===== config.mk =====
export PLATFORM = sky130hd
export DESIGN_NAME = sfp_generic_write_sm
export DESIGN_NICKNAME = d
export VERILOG_FILES = /design/src/rtl/sfp_i2c_pkg.sv /design/src/rtl/sfp_pause_timer.sv /design/src/rtl/sfp_generic_write_sm.sv
export SDC_FILE = /design/constraint.sdc
export NUM_CORES = 1
export LEC_CHECK = 0
export BUFFER_PORTS_ARGS = -buffer_cell sky130_fd_sc_hd__buf_2
export CAP_MARGIN = 20
export CORE_MARGIN = 2
export CORE_UTILIZATION = 35
export CTS_CLUSTER_DIAMETER = 30
export DETAILED_ROUTE_END_ITERATION = 12
export GPL_TIMING_DRIVEN = 0
export PLACE_DENSITY_LB_ADDON = 0.08
export SYNTH_ARGS = -nofsm -noshare
export SYNTH_HDL_FRONTEND = slang
export SYNTH_SLANG_ARGS = --single-unit
export TNS_END_PERCENT = 1

===== constraint.sdc =====
create_clock -name clk -period 8.48 [get_ports clk]
set_input_delay 0.424 -clock clk [delete_from_list [all_inputs] [get_ports clk]]
set_output_delay 0.424 -clock clk [all_outputs]
set_load 0.1 [all_outputs]

===== src/rtl/sfp_i2c_pkg.sv =====
// Shared definitions for the SFP/I2C register read and write machines.
package sfp_i2c_pkg;

   // Default device write-cycle pause: 5 ms at 125 MHz.
   localparam int unsigned SFP_PAUSE_CYCLES = 625000;
   // Largest burst carried by the 128-bit data port.
   localparam int unsigned SFP_MAX_BYTES    = 16;

   // Bit position of each state in the one-hot CS vector.
   localparam int unsigned IDX_IDLE          = 0;
   localparam int unsigned IDX_LOAD          = 1;
   localparam int unsigned IDX_START_WR_BYTE = 2;
   localparam int unsigned IDX_PAUSE_WR_BYTE = 3;
   localparam int unsigned IDX_WAIT          = 4;
   localparam int unsigned IDX_DONE          = 5;
   localparam int unsigned IDX_ERROR_I2C     = 6;
   localparam int unsigned IDX_ERROR_LEN     = 7;

   typedef enum logic [7:0] {
      StIdle        = 8'b0000_0001,
      StLoad        = 8'b0000_0010,
      StStartWrByte = 8'b0000_0100,
      StPauseWrByte = 8'b0000_1000,
      StWait        = 8'b0001_0000,
      StDone        = 8'b0010_0000,
      StErrorI2c    = 8'b0100_0000,
      StErrorLen    = 8'b1000_0000
   } sfp_state_e;

endpackage


===== src/rtl/sfp_pause_timer.sv =====
// Loadable down-counter with zero flag; saturates at zero.
module sfp_pause_timer
   import sfp_i2c_pkg::*;
#(
   parameter int unsigned PAUSE_CYCLES = SFP_PAUSE_CYCLES
) (
   input  logic clk,
   input  logic reset_n,
   input  logic i_load,
   input  logic i_dec,
   output logic o_zero
);

   localparam int unsigned W = (PAUSE_CYCLES > 0) ? $clog2(PAUSE_CYCLES + 1) : 1;
   localparam logic [W-1:0] LP_RELOAD = W'(PAUSE_CYCLES);

   logic [W-1:0] r_count;

   // Reload on request, otherwise count down and hold at zero.
   always_ff @(posedge clk or negedge reset_n) begin
      if (!reset_n) begin
         r_count <= LP_RELOAD;
      end else if (i_load) begin
         r_count <= LP_RELOAD;
      end else if (i_dec && (r_count != '0)) begin
         r_count <= r_count - 1'b1;
      end
   end

   assign o_zero = (r_count == '0);

endmodule


===== src/rtl/sfp_generic_write_sm.sv =====
// Burst register writer: sends up to 16 bytes to an SFP device through the
// shared I2C engine, one byte write at a time, pausing after each byte.
module sfp_generic_write_sm
   import sfp_i2c_pkg::*;
#(
   parameter int unsigned PAUSE_CYCLES = SFP_PAUSE_CYCLES,
   parameter int unsigned MAX_BYTES    = SFP_MAX_BYTES
) (
   input  logic         clk,
   input  logic         reset_n,
   input  logic         start_sm,
   input  logic         i2c_lines_busy,
   input  logic         i2c_error,
   input  logic         i2c_wr_done,
   input  logic [7:0]   wr_base_addr,
   input  logic [4:0]   wr_num_bytes,
   input  logic [127:0] wr_dat,
   output logic         start_write_sfp,
   output logic [7:0]   i2c_wr_addr,
   output logic [7:0]   i2c_wr_byte,
   output logic         sfp_wr_done,
   output logic         error_i2c_chip,
   output logic         error_bad_len,
   output logic         sm_running,
   output logic [7:0]   CS
);

   sfp_state_e     r_cs, w_ns;
   logic [7:0]     r_base;
   logic [4:0]     r_num;
   logic [127:0]   r_dat;
   logic [3:0]     r_k, w_k_nxt;
   logic [4:0]     w_k_inc;
   logic           w_more;
   logic           w_len_ok;
   logic           w_pause_zero;
   logic           w_timer_load;
   logic           w_timer_dec;

   logic           r_start_wr;
   logic           r_wr_done;
   logic           r_err_i2c;
   logic           r_err_len;
   logic           r_running;
   logic [7:0]     r_addr;
   logic [7:0]     r_byte;

   assign w_len_ok = (wr_num_bytes != 5'd0) && (wr_num_bytes <= 5'(MAX_BYTES));
   assign w_k_inc  = {1'b0, r_k} + 5'd1;
   assign w_more   = (w_k_inc < r_num);

   // Counter restarts on every entry to WAIT and runs only while in WAIT.
   assign w_timer_load = (w_ns == StWait) && (r_cs != StWait);
   assign w_timer_dec  = (r_cs == StWait);

   sfp_pause_timer #(
      .PAUSE_CYCLES (PAUSE_CYCLES)
   ) u_pause_timer (
      .clk     (clk),
      .reset_n (reset_n),
      .i_load  (w_timer_load),
      .i_dec   (w_timer_dec),
      .o_zero  (w_pause_zero)
   );

   // Next-state and next byte index.
   always_comb begin
      w_ns    = r_cs;
      w_k_nxt = r_k;
      unique case (r_cs)
         StIdle: begin
            if (start_sm && !i2c_lines_busy) begin
               if (w_len_ok) begin
                  w_ns    = StLoad;
                  w_k_nxt = 4'd0;
               end else begin
                  w_ns = StErrorLen;
               end
            end
         end
         StLoad:        w_ns = StStartWrByte;
         StStartWrByte: w_ns = StPauseWrByte;
         StPauseWrByte: begin
            // An error reported with the done pulse still aborts the burst.
            if (i2c_error) begin
               w_ns = StErrorI2c;
            end else if (i2c_wr_done) begin
               w_ns = StWait;
            end
         end
         StWait: begin
            if (w_pause_zero && !i2c_lines_busy) begin
               if (w_more) begin
                  w_ns    = StStartWrByte;
                  w_k_nxt = w_k_inc[3:0];
               end else begin
                  w_ns = StDone;
               end
            end
         end
         StDone:     w_ns = StIdle;
         StErrorI2c: w_ns = StIdle;
         StErrorLen: w_ns = StIdle;
         default:    w_ns = StIdle;
      endcase
   end

   // State, byte index and burst parameters captured on entry to LOAD.
   always_ff @(posedge clk or negedge reset_n) begin
      if (!reset_n) begin
         r_cs   <= StIdle;
         r_k    <= 4'd0;
         r_base <= 8'h00;
         r_num  <= 5'd0;
         r_dat  <= '0;
      end else begin
         r_cs <= w_ns;
         r_k  <= w_k_nxt;
         if (w_ns == StLoad) begin
            r_base <= wr_base_addr;
            r_num  <= wr_num_bytes;
            r_dat  <= wr_dat;
         end
      end
   end

   // Outputs registered from the next state so they line up with the state.
   always_ff @(posedge clk or negedge reset_n) begin
      if (!reset_n) begin
         r_start_wr <= 1'b0;
         r_wr_done  <= 1'b0;
         r_err_i2c  <= 1'b0;
         r_err_len  <= 1'b0;
         r_running  <= 1'b0;
         r_addr     <= 8'h00;
         r_byte     <= 8'h00;
      end else begin
         r_start_wr <= (w_ns == StStartWrByte);
         r_wr_done  <= (w_ns == StDone);
         r_err_i2c  <= (w_ns == StErrorI2c);
         r_err_len  <= (w_ns == StErrorLen);
         r_running  <= (w_ns != StIdle);
         // Address/data only move when a new byte launches, so they stay
         // stable for the engine until the next start pulse.
         if (w_ns == StStartWrByte) begin
            r_addr <= r_base + {4'b0000, w_k_nxt};
            r_byte <= r_dat[{w_k_nxt, 3'b000} +: 8];
         end
      end
   end

   assign start_write_sfp = r_start_wr;
   assign sfp_wr_done     = r_wr_done;
   assign error_i2c_chip  = r_err_i2c;
   assign error_bad_len   = r_err_len;
   assign sm_running      = r_running;
   assign i2c_wr_addr     = r_addr;
   assign i2c_wr_byte     = r_byte;
   assign CS              = r_cs;

endmodule


==> metrics.cfg, run 1 <==
[grt]
antenna_found_initial=0
grt_overflow=0
grt_max_degree=102
grt_pass1_vias=7744
grt_pass1_wl_mm=43.0
globalRouteTotalUtil_pct=19.7

[die]
core_area_sq_um=26700
core.rowCount=60
start_util_pct=35.3
dieArea_sq_um=28300
die_x_um=168
die-height_um=168
pin_count=176

[critical_path]
critPathKind=flop to flop
cpLargestDelayFamily=compound AO/OA/AOI/OAI gates
crit_path_top_delay_cell=clkbuf_1
crit_path_start_kind=flop
crit_chain=ha_1 -> xor2_1 -> ha_1 -> or3_1 -> o22ai_1 -> o2111ai_2 -> nor2_2 -> a21oi_2 -> inv_2 -> clkbuf_1 -> ha_1 -> a21o_1 -> a21oi_1 -> nor2b_1 -> o21a_1 -> nand3_1 -> xor2_1 -> o21ai_0
end_kind=flop
slowest_delay_ns=0.70
crit_path_frequent_cell=ha_1
required_ns=8.79
worstPathMaxFanout=12
cp_num_buf_inv=2
worstPathArrival_ns=5.10

[layout]
fill_cells=2807
fin_util_pct=42.5
post_route_cells_drive_above_1_share_pct=21.2
syn2layout_area_growth_pct=20.4
antennaDiodeCount=0
regArea_sq_um=4870
layout.nets=1394
multi_input_area_sq_um=4280
design_area_sq_um=11400

[detailed_routing]
wirelength_mm=27.4
first_iter_violations=456
drc_errors=0
viasPerCell=4.88
wl_per_cell_um=17.3
first_pass_iters=5
ant_nets=0
num_vias=7759

[place]
placed_cell_area_sq_um=10800
io_buffer_count=175
hpwlAfterDp_mm=20.3
place_congestion=0.820
post-place-ws_ns=3.71

[sta]
rsz0062_at_grt=no
finalSetupViolations=0
hold_viol=3
worst_slew_pin_slew_ns=0.889
clock_skew_ns=0.0128
timing.hold.ws_ns=-0.0248
fmax_ghz=0.209
finalSetupTns_ns=0
fin_crit_sh_pct=56.5
relSlewSlack_pct=40.7
final.setup.worst_slack_ns=3.68
drv_slew=0
fin_crit_ns=4.80

[pwr]
vdd_drop_max_mv=0.121
p_leak_nw=5.88
power.density_nw_per_um2=240

[job]
maxCapViolations=0

[yosys]
syn_area_per_cell_sq_um=9.08
synth_nets=1199
synth-edff-count=0
yosysSeqAreaShare_pct=51.6
synth_seq_cells=194
syn_area_sq_um=9440
ys_types=66
synthArstFlopShare_pct=100
syn_inst=1040
ys_warn_count=0
ys.flop_type=dfrtp_1

[cts]
clockRootBuffer=clkbuf_16
cts_resized=0
hold_buffers=0
tritoncts=built
postCtsSetupBuffers=0
path_clk_slew_ns=0.08
clockBufferDepth=2
clock_sinks=194
clock_latency_ns=0.44
cts_inserted_buffers=17
htreeDepth=4

[worst_hold_path]
hold_class=input pin to async pin

[status]
violations=hold timing
outcome=finished with violations

==> worst paths after layout <==
| path | startpoint | slack, ns | endpoint | depth (start not counted) |
|---|---|---|---|---|
| max | r_k[0] | 3.68 | i2c_wr_addr[7] | 18 |
| min | reset_n | -0.02 | u_pause_timer.r_count[7] | 1 |
| max reg2reg | r_k[0] | 3.68 | i2c_wr_addr[7] | 18 |
| min reg2reg | r_dat[34] | 0.47 | r_dat[34] | 2 |
| max in group asynchronous | reset_n | 7.54 | i2c_wr_byte[1] | 2 |
| min in group clk | wr_dat[99] | 0.17 | r_dat[99] | 3 |
==> cells by family (layout without fill, tap and decap cells) <==
kind of cell	count (synthesis)	in the layout	synth area share, %
compound gates	139	139	9.68
xor+xnor	24	24	2.23
fa+ha+maj	12	12	1.67
buf+inv	67	275	3.15
flops	194	194	51.6
mux	74	74	8.03
simple gates	530	530	23.7
==> through the flow <==
stage | hold slack [ns] | total power [mW] | cells
global route | 0.0522 | 2.89 | 1589
CTS | 0.0291 | 2.76 | 1589
finish | -0.0248 | 2.73 | 1589
detailed placement | 0.454 | 1.95 | 1557
global placement | 0.448 | 1.93 | 1556
floorplan | 0.128 | 1.73 | 1040
==> routing by layer <==
metal | track usage (%) | vias to the layer above | routed length [um]
met5 | 0 | - | 0
met4 | 3.75 | 0 | 224
met3 | 3.81 | 13 | 1250
met2 | 31.5 | 176 | 12600
met1 | 28.2 | 3687 | 13300
li1 | - | 3883 | -
==> Yosys cell counts (12+ instances only) <==
| library cell | n | area share (%) |
|---|---|---|
| nor2_1 | 31 | 1.2 |
| mux2i_1 | 60 | 6.4 |
| a21oi_1 | 28 | 1.5 |
| inv_1 | 12 | 0.48 |
| xnor2_1 | 13 | 1.2 |
| o22ai_1 | 24 | 1.6 |
| o21ai_0 | 33 | 1.7 |
| mux2_2 | 14 | 1.7 |
| clkbuf_1 | 40 | 1.6 |
| dfrtp_1 | 185 | 49 |
| nand2_1 | 430 | 17 |
==> registers in the layout, indices dropped and copies added (netlist names) <==
name and flops:
CS 8, error_bad_len 1, error_i2c_chip 1, i2c_wr_addr 8, i2c_wr_byte 8, r_base 8, r_dat 128, r_k 4
r_num 5, sfp_wr_done 1, sm_running 1, start_write_sfp 1, u_pause_timer.r_count 20
==> cells in the final DEF (no fill, tap or decap), drive strengths merged, types with 2 or more instances in the layout <==
master and instances:
mux2i 60, and2 2, nor2 33, o211a 2, a31oi 2, buf 189, nand3b 2, ha 11
dfstp 9, nor4 8, o211ai 5, or3 8, inv 19, a22oi 4, clkbuf 58, clkinv 9
a21o 3, nor3 9, dfrtp 185, or4 3, mux2 14, or2 3, o21a 2, nor2b 6
nand2b 3, xnor2 13, nand3 9, o2111ai 5, o21ai 37, nand4 2, o221ai 10, a21oi 30
or4b 2, and3 5, a211o 6, nand2 431, o22ai 24, xor2 11
==> worst register-to-register path, delay by kind of cell (launching register included) <==
kind	cells	cell delay (ns)
compound gates	7	1.44
xor+xnor	2	0.29
fa+ha+maj	3	0.83
buf+inv	2	0.92
flops	1	0.44
simple gates	4	0.75
==> layout make-up <==
class | instances | area share [%]
Clock inverter | 14 | 1.29
Timing Repair Buffer | 176 | 8.04
Buffer | 53 | 2.16
Clock buffer | 18 | 3.86
Tap cell | 341 | 3.75
Inverter | 14 | 0.462
Multi-Input combinational cell | 779 | 37.6
Sequential cell | 194 | 42.8
==> power breakdown <==
| part | total, mW | leakage, nW | internal [mW] | switching, mW |
|---|---|---|---|---|
| clock network | 0.808 | 0.288 | 0.401 | 0.408 |
| logic | 0.635 | 3.20 | 0.202 | 0.433 |
| registers | 1.29 | 2.40 | 1.15 | 0.144 |
| total | 2.73 | 5.88 | 1.75 | 0.984 |
Power figures use the tool's default switching activity.
==> run 2, diff against run 1 <==
==> constraint.sdc (replaced) <==
create_clock -name clk -period 4.5 [get_ports clk]
set_input_delay 0.225 -clock clk [delete_from_list [all_inputs] [get_ports clk]]
set_output_delay 0.225 -clock clk [all_outputs]
set_load 0.1 [all_outputs]
==> run 2 against run 1 <==
The run now ends clean; clock power up 88%; non-clock buffer count increased by 93; first-iteration DRC count increased by 1.5%.
==> metrics.cfg, run 2 (synthesized netlist as in run 1, its figures left out) <==
[pwr]
power.density_nw_per_um2=423
swShare_pct=35.8
intPower_mw=3.35
pwr-share-seq_pct=46.6
vdd_drop_max_mv=0.231
p_leak_nw=6.28
switchingPower_mw=1.87
p_comb_share_pct=24.3
power_frac_clock_pct=29.1
fin_total_pwr_mw=5.22

[cts]
clockBufferDepth=2
clock_sinks=194
path_clk_slew_ns=0.08
tritoncts=built
clock_latency_ns=0.44
htreeDepth=4
cts_inserted_buffers=17
clockRootBuffer=clkbuf_16

[status]
outcome=complete, no violations

[critical_path]
r2r-start=r_k[0]
worstPathMaxFanout=11
crit_path_start_kind=flop
rrSetupSlack_ns=0.29
critPathKind=flop to flop
worstPathArrival_ns=4.52
end_kind=flop
rr_endpoint=i2c_wr_addr[6]
required_ns=4.81
ff2ff_path_depth=17

[detailed_routing]
viasPerCell=4.83
num_vias=8117
wirelength_mm=28.2
wl_per_cell_um=16.8
ant_nets=0
drc_errors=0
first_pass_iters=5
first_iter_violations=463

[layout]
design_area_sq_um=12300
layout_common_cells=430 x nand2_1, 185 x dfrtp_1, 181 x buf_2
top_regs=r_dat x128, u_pause_timer.r_count x20
largest-register=r_dat
final_cells=1682
layout.nets=1487
syn2layout_area_growth_pct=30.6
post_route_cells_drive_above_1_share_pct=19.8
antennaDiodeCount=0
fill_cells=2719
fin_util_pct=46.1
final_common_cell=nand2_1
largest_register_ff_count=128

[die]
die_x_um=168
pin_count=176
start_util_pct=35.3
die-height_um=168
dieArea_sq_um=28300
core.rowCount=60
core_area_sq_um=26700

[sta]
rsz0062_at_grt=no
fmax_ghz=0.237
timing.hold.ws_ns=0.00727
fin_crit_sh_pct=93.6
finalSetupViolations=0
fin_crit_ns=4.21
hold_viol=0
relSlewSlack_pct=44.3
worst_slew_pin_slew_ns=0.833
drv_slew=0
clock_skew_ns=0.0121

[worst_hold_path]
min_to=r_dat[75]
hold_start=wr_dat[75]
hold_class=input pin to flop
hold_depth=3

[job]
maxCapViolations=0

[grt]
grt_max_degree=102
grt_overflow=0
grt_pass1_vias=8122
grt_pass1_wl_mm=44.4
globalRouteTotalUtil_pct=20.3
antenna_found_initial=0

[place]
hpwlAfterDp_mm=20.3
place_congestion=0.820
dp_cells=1557
io_buffer_count=175
placed_cell_area_sq_um=10800

==> run 2: per-layer routing <==
layer | wire (um) | global-route usage (%) | vias to the layer above
li1 | - | - | 4063
met1 | 13400 | 28.5 | 3866
met2 | 13300 | 33.1 | 175
met3 | 1290 | 3.74 | 13
met4 | 224 | 3.75 | 0
met5 | 0 | 0 | -
==> run 2: layout make-up <==
class | count | area, sq um | share of cell area, %
Multi-Input combinational cell | 779 | 4290 | 34.8
Inverter | 14 | 56.3 | 0.457
Clock buffer | 18 | 439 | 3.56
Clock inverter | 14 | 146 | 1.19
Sequential cell | 194 | 4870 | 39.5
Timing Repair Buffer | 270 | 1850 | 15.0
Tap cell | 341 | 427 | 3.46
Buffer | 52 | 241 | 1.96
==> run 2: worst max-delay path by stage <==
stage,startpoint,endpoint,slack (ns),depth (start not counted)
final,r_k[0],i2c_wr_addr[6],0.29,17
after global routing,r_k[0],i2c_wr_addr[6],0.006,17
after CTS,r_k[0],i2c_wr_addr[6],0.22,17
after detailed placement,r_k[0],i2c_wr_addr[7],-0.27,18
after global placement,reset_n,r_dat[106],-0.29,1
after floorplan,r_k[0],i2c_wr_addr[7],0.69,18
==> run 2: critical path, cell delays in order (launching register included) <==
cell      delay (ns)
dfrtp_1         0.44
ha_1            0.26
xor2_1          0.15
ha_1            0.19
or3_1           0.32
o22ai_2         0.28
o2111a_2        0.32
o211ai_1        0.10
o21ai_1         0.16
buf_6           0.23
clkinv_2        0.24
ha_1            0.29
fa_1            0.40
a21o_1          0.17
a21oi_1         0.21
nor2_1          0.09
xnor2_1         0.13
o21ai_0         0.09
==> run 2: power by group through the flow <==
stage                     Combinational (mW)  Clock [mW]  Sequential, mW
after global placement                  1.19           0            2.45
after floorplan                        0.555           0            2.71
after detailed placement                1.21           0            2.46
after global routing                    1.42        1.62            2.49
final                                   1.27        1.52            2.43
after CTS                               1.28        1.56            2.43
==> run 2: through the flow <==
| stage | worst slack (ns) | setup TNS (ns) |
|---|---|---|
| floorplan | 0.687 | 0 |
| global placement | -0.288 | -50.79 |
| detailed placement | -0.268 | -0.463 |
| CTS | 0.219 | 0 |
| global route | 0.00554 | 0 |
| finish | 0.286 | 0 |
==> run 2: what timing repair did <==
action / in CTS / in global routing
endpoints found under the hold margin: 183 / 0
pin swaps: 0 / 0
setup buffers: 0 / 0
resized for setup: 1 / 4
hold buffers: 94 / 0
endpoints found under the setup margin: 3 / 3
==> run 3, diff against run 2 <==
--- a/config.mk
+++ b/config.mk
@@ -7,8 +7,10 @@
 export LEC_CHECK = 0
 export BUFFER_PORTS_ARGS = -buffer_cell sky130_fd_sc_hd__buf_2
 export CAP_MARGIN = 20
+export CELL_PAD_IN_SITES_DETAIL_PLACEMENT = 1
+export CELL_PAD_IN_SITES_GLOBAL_PLACEMENT = 2
 export CORE_MARGIN = 2
-export CORE_UTILIZATION = 35
+export CORE_UTILIZATION = 34
 export CTS_CLUSTER_DIAMETER = 30
 export DETAILED_ROUTE_END_ITERATION = 12
 export GPL_TIMING_DRIVEN = 0
==> constraint.sdc (replaced) <==
create_clock -name clk -period 4.8 [get_ports clk]
set_input_delay 0.24 -clock clk [delete_from_list [all_inputs] [get_ports clk]]
set_output_delay 0.24 -clock clk [all_outputs]
set_load 0.1 [all_outputs]
==> run 3 against run 2 <==
Die area grew 2.9%; largest power group unchanged; worst hold slack is essentially flat; sequential power shrank 6%; cell count grew 1.9%; highest routed layer unchanged; via count grew 2.5%; combinational power shrank 6%; sequential share of layout area shrank 0.18 points; critical path type unchanged; register-to-register slack gained 0.10 ns; total power shrank 4.6%.
==> metrics.cfg, run 3 (synthesized netlist as in run 1, its figures left out) <==
[cts]
clock_latency_ns=0.45
htreeDepth=4
clockRootBuffer=clkbuf_16
clockBufferDepth=2
path_clk_slew_ns=0.08
tritoncts=built
postCtsSetupBuffers=0
cts_inserted_buffers=17
clock_sinks=194

[pwr]
p_leak_nw=6.28
switchingPower_mw=1.79
vdd_drop_max_mv=0.236
intPower_mw=3.18
pwr-share-seq_pct=45.9
swShare_pct=36.0
power_frac_clock_pct=30.0
power.density_nw_per_um2=402
p_comb_share_pct=24.1
fin_total_pwr_mw=4.98

[grt]
globalRouteTotalUtil_pct=21.4
use_met1_pct=29.6
grt_max_degree=118
grt_pass1_wl_mm=47.0
use_met3_pct=3.63
grt_pass1_vias=8450
use_met2_pct=35.3
grt_overflow=0
antenna_found_initial=0
grt_busiest_layer=met2

[sta]
hold_viol=0
fin_crit_sh_pct=91.9
clock_skew_ns=0.0159
worst_slew_pin_slew_ns=0.887
fin_crit_ns=4.41
fmax_ghz=0.227
rsz0062_at_grt=no
final.setup.worst_slack_ns=0.390
drv_slew=0
relSlewSlack_pct=40.6
finalSetupViolations=0

[die]
pin_count=176
core_area_sq_um=27100
start_util_pct=34.8
die-height_um=171
core.rowCount=60
die_x_um=171
dieArea_sq_um=29100

[layout]
multi_input_area_sq_um=4280
post_route_cells_drive_above_1_share_pct=19.7
antennaDiodeCount=0
largest_register_ff_count=128
final_common_cell=nand2_1
largest-register=r_dat
final_cells=1714
fin_util_pct=45.7
top_regs=r_dat x128, u_pause_timer.r_count x20
fill_cells=3166
design_area_sq_um=12400
syn2layout_area_growth_pct=31.2
layout_common_cells=430 x nand2_1, 185 x dfrtp_1, 181 x buf_2
regArea_sq_um=4870
layout.nets=1488

[detailed_routing]
wl_per_cell_um=17.7
first_pass_iters=5
wirelength_mm=30.3
num_vias=8320
viasPerCell=4.85
first_iter_violations=390
drc_errors=0
ant_nets=0

[critical_path]
worstPathMaxFanout=11
critPathKind=flop to flop
crit_path_start_kind=flop
worstPathArrival_ns=4.73
end_kind=flop
required_ns=5.12

[place]
hpwlAfterDp_mm=21.7
io_buffer_count=175
post-place-ws_ns=-0.00779
dp_cells=1588
place_congestion=0.789
placed_cell_area_sq_um=10800

[job]
maxCapViolations=0

[worst_hold_path]
hold_class=input pin to flop

[status]
outcome=complete, no violations

[run 3: power by group through the flow]
stage	clock (mW)	sequential (mW)	combinational, mW
floorplan	0	2.54	0.521
global placement	0	2.30	1.12
detailed placement	0	2.32	1.15
CTS	1.53	2.29	1.22
global route	1.59	2.34	1.33
finish	1.49	2.28	1.20
[run 3: critical path, cell delays in order, from the launching register on]
cell,delay [ns]
dfrtp_1,0.44
ha_1,0.26
xor2_1,0.16
ha_1,0.20
or3_1,0.31
o22ai_1,0.36
o2111a_2,0.34
o211ai_1,0.10
o21ai_1,0.17
buf_6,0.23
clkinvlp_4,0.29
ha_1,0.32
fa_1,0.40
a21o_1,0.18
a21oi_1,0.22
nor2_1,0.09
xnor2_1,0.13
o21ai_0,0.08
[run 3: routing by layer]
layer	part of all wire, %	vias to the layer above	wire length [um]
li1	-	4070	-
met1	48	4037	14500
met2	47	189	14300
met3	3.7	24	1120
met4	1.2	0	356
met5	0	-	0
[run 3: worst paths after layout]
| check | startpoint | to | slack [ns] | depth (start not counted) |
|---|---|---|---|---|
| worst max register to register | r_k[0] | i2c_wr_addr[6] | 0.39 | 17 |
| worst min register to register | r_dat[109] | r_dat[109] | 0.47 | 2 |
| min in group asynchronous | reset_n | u_pause_timer.r_count[7] | 0.35 | 2 |
| worst min-delay path | wr_dat[86] | r_dat[86] | 0.007 | 3 |
| worst max-delay path | r_k[0] | i2c_wr_addr[6] | 0.39 | 17 |
| max in group asynchronous | reset_n | r_dat[102] | 3.39 | 3 |
[run 3: timing repair]
action	CTS	global route
endpoints found under the setup margin	1	2
gates resized for setup	0	1
hold buffers	94	1
hold endpoints to repair	163	1
[run 3: layout make-up]
type                       instances  area share, %
clock inverter                    15           1.50
multi-input combinational        779           34.5
sequential                       194           39.3
inverter                          14          0.455
tap                              372           3.76
clock buffer                      17           3.44
buffer                            52           1.95
timing repair buffer             271           15.1
[run 3: per-stage QoR]
step | hold slack [ns] | setup TNS (ns)
after floorplan | -0.0556 | 0
after global placement | 0.440 | -0.173
after detailed placement | 0.268 | -0.00779
after CTS | 0.000900 | 0
after global routing | 0.00510 | 0
final | 0.00696 | 0
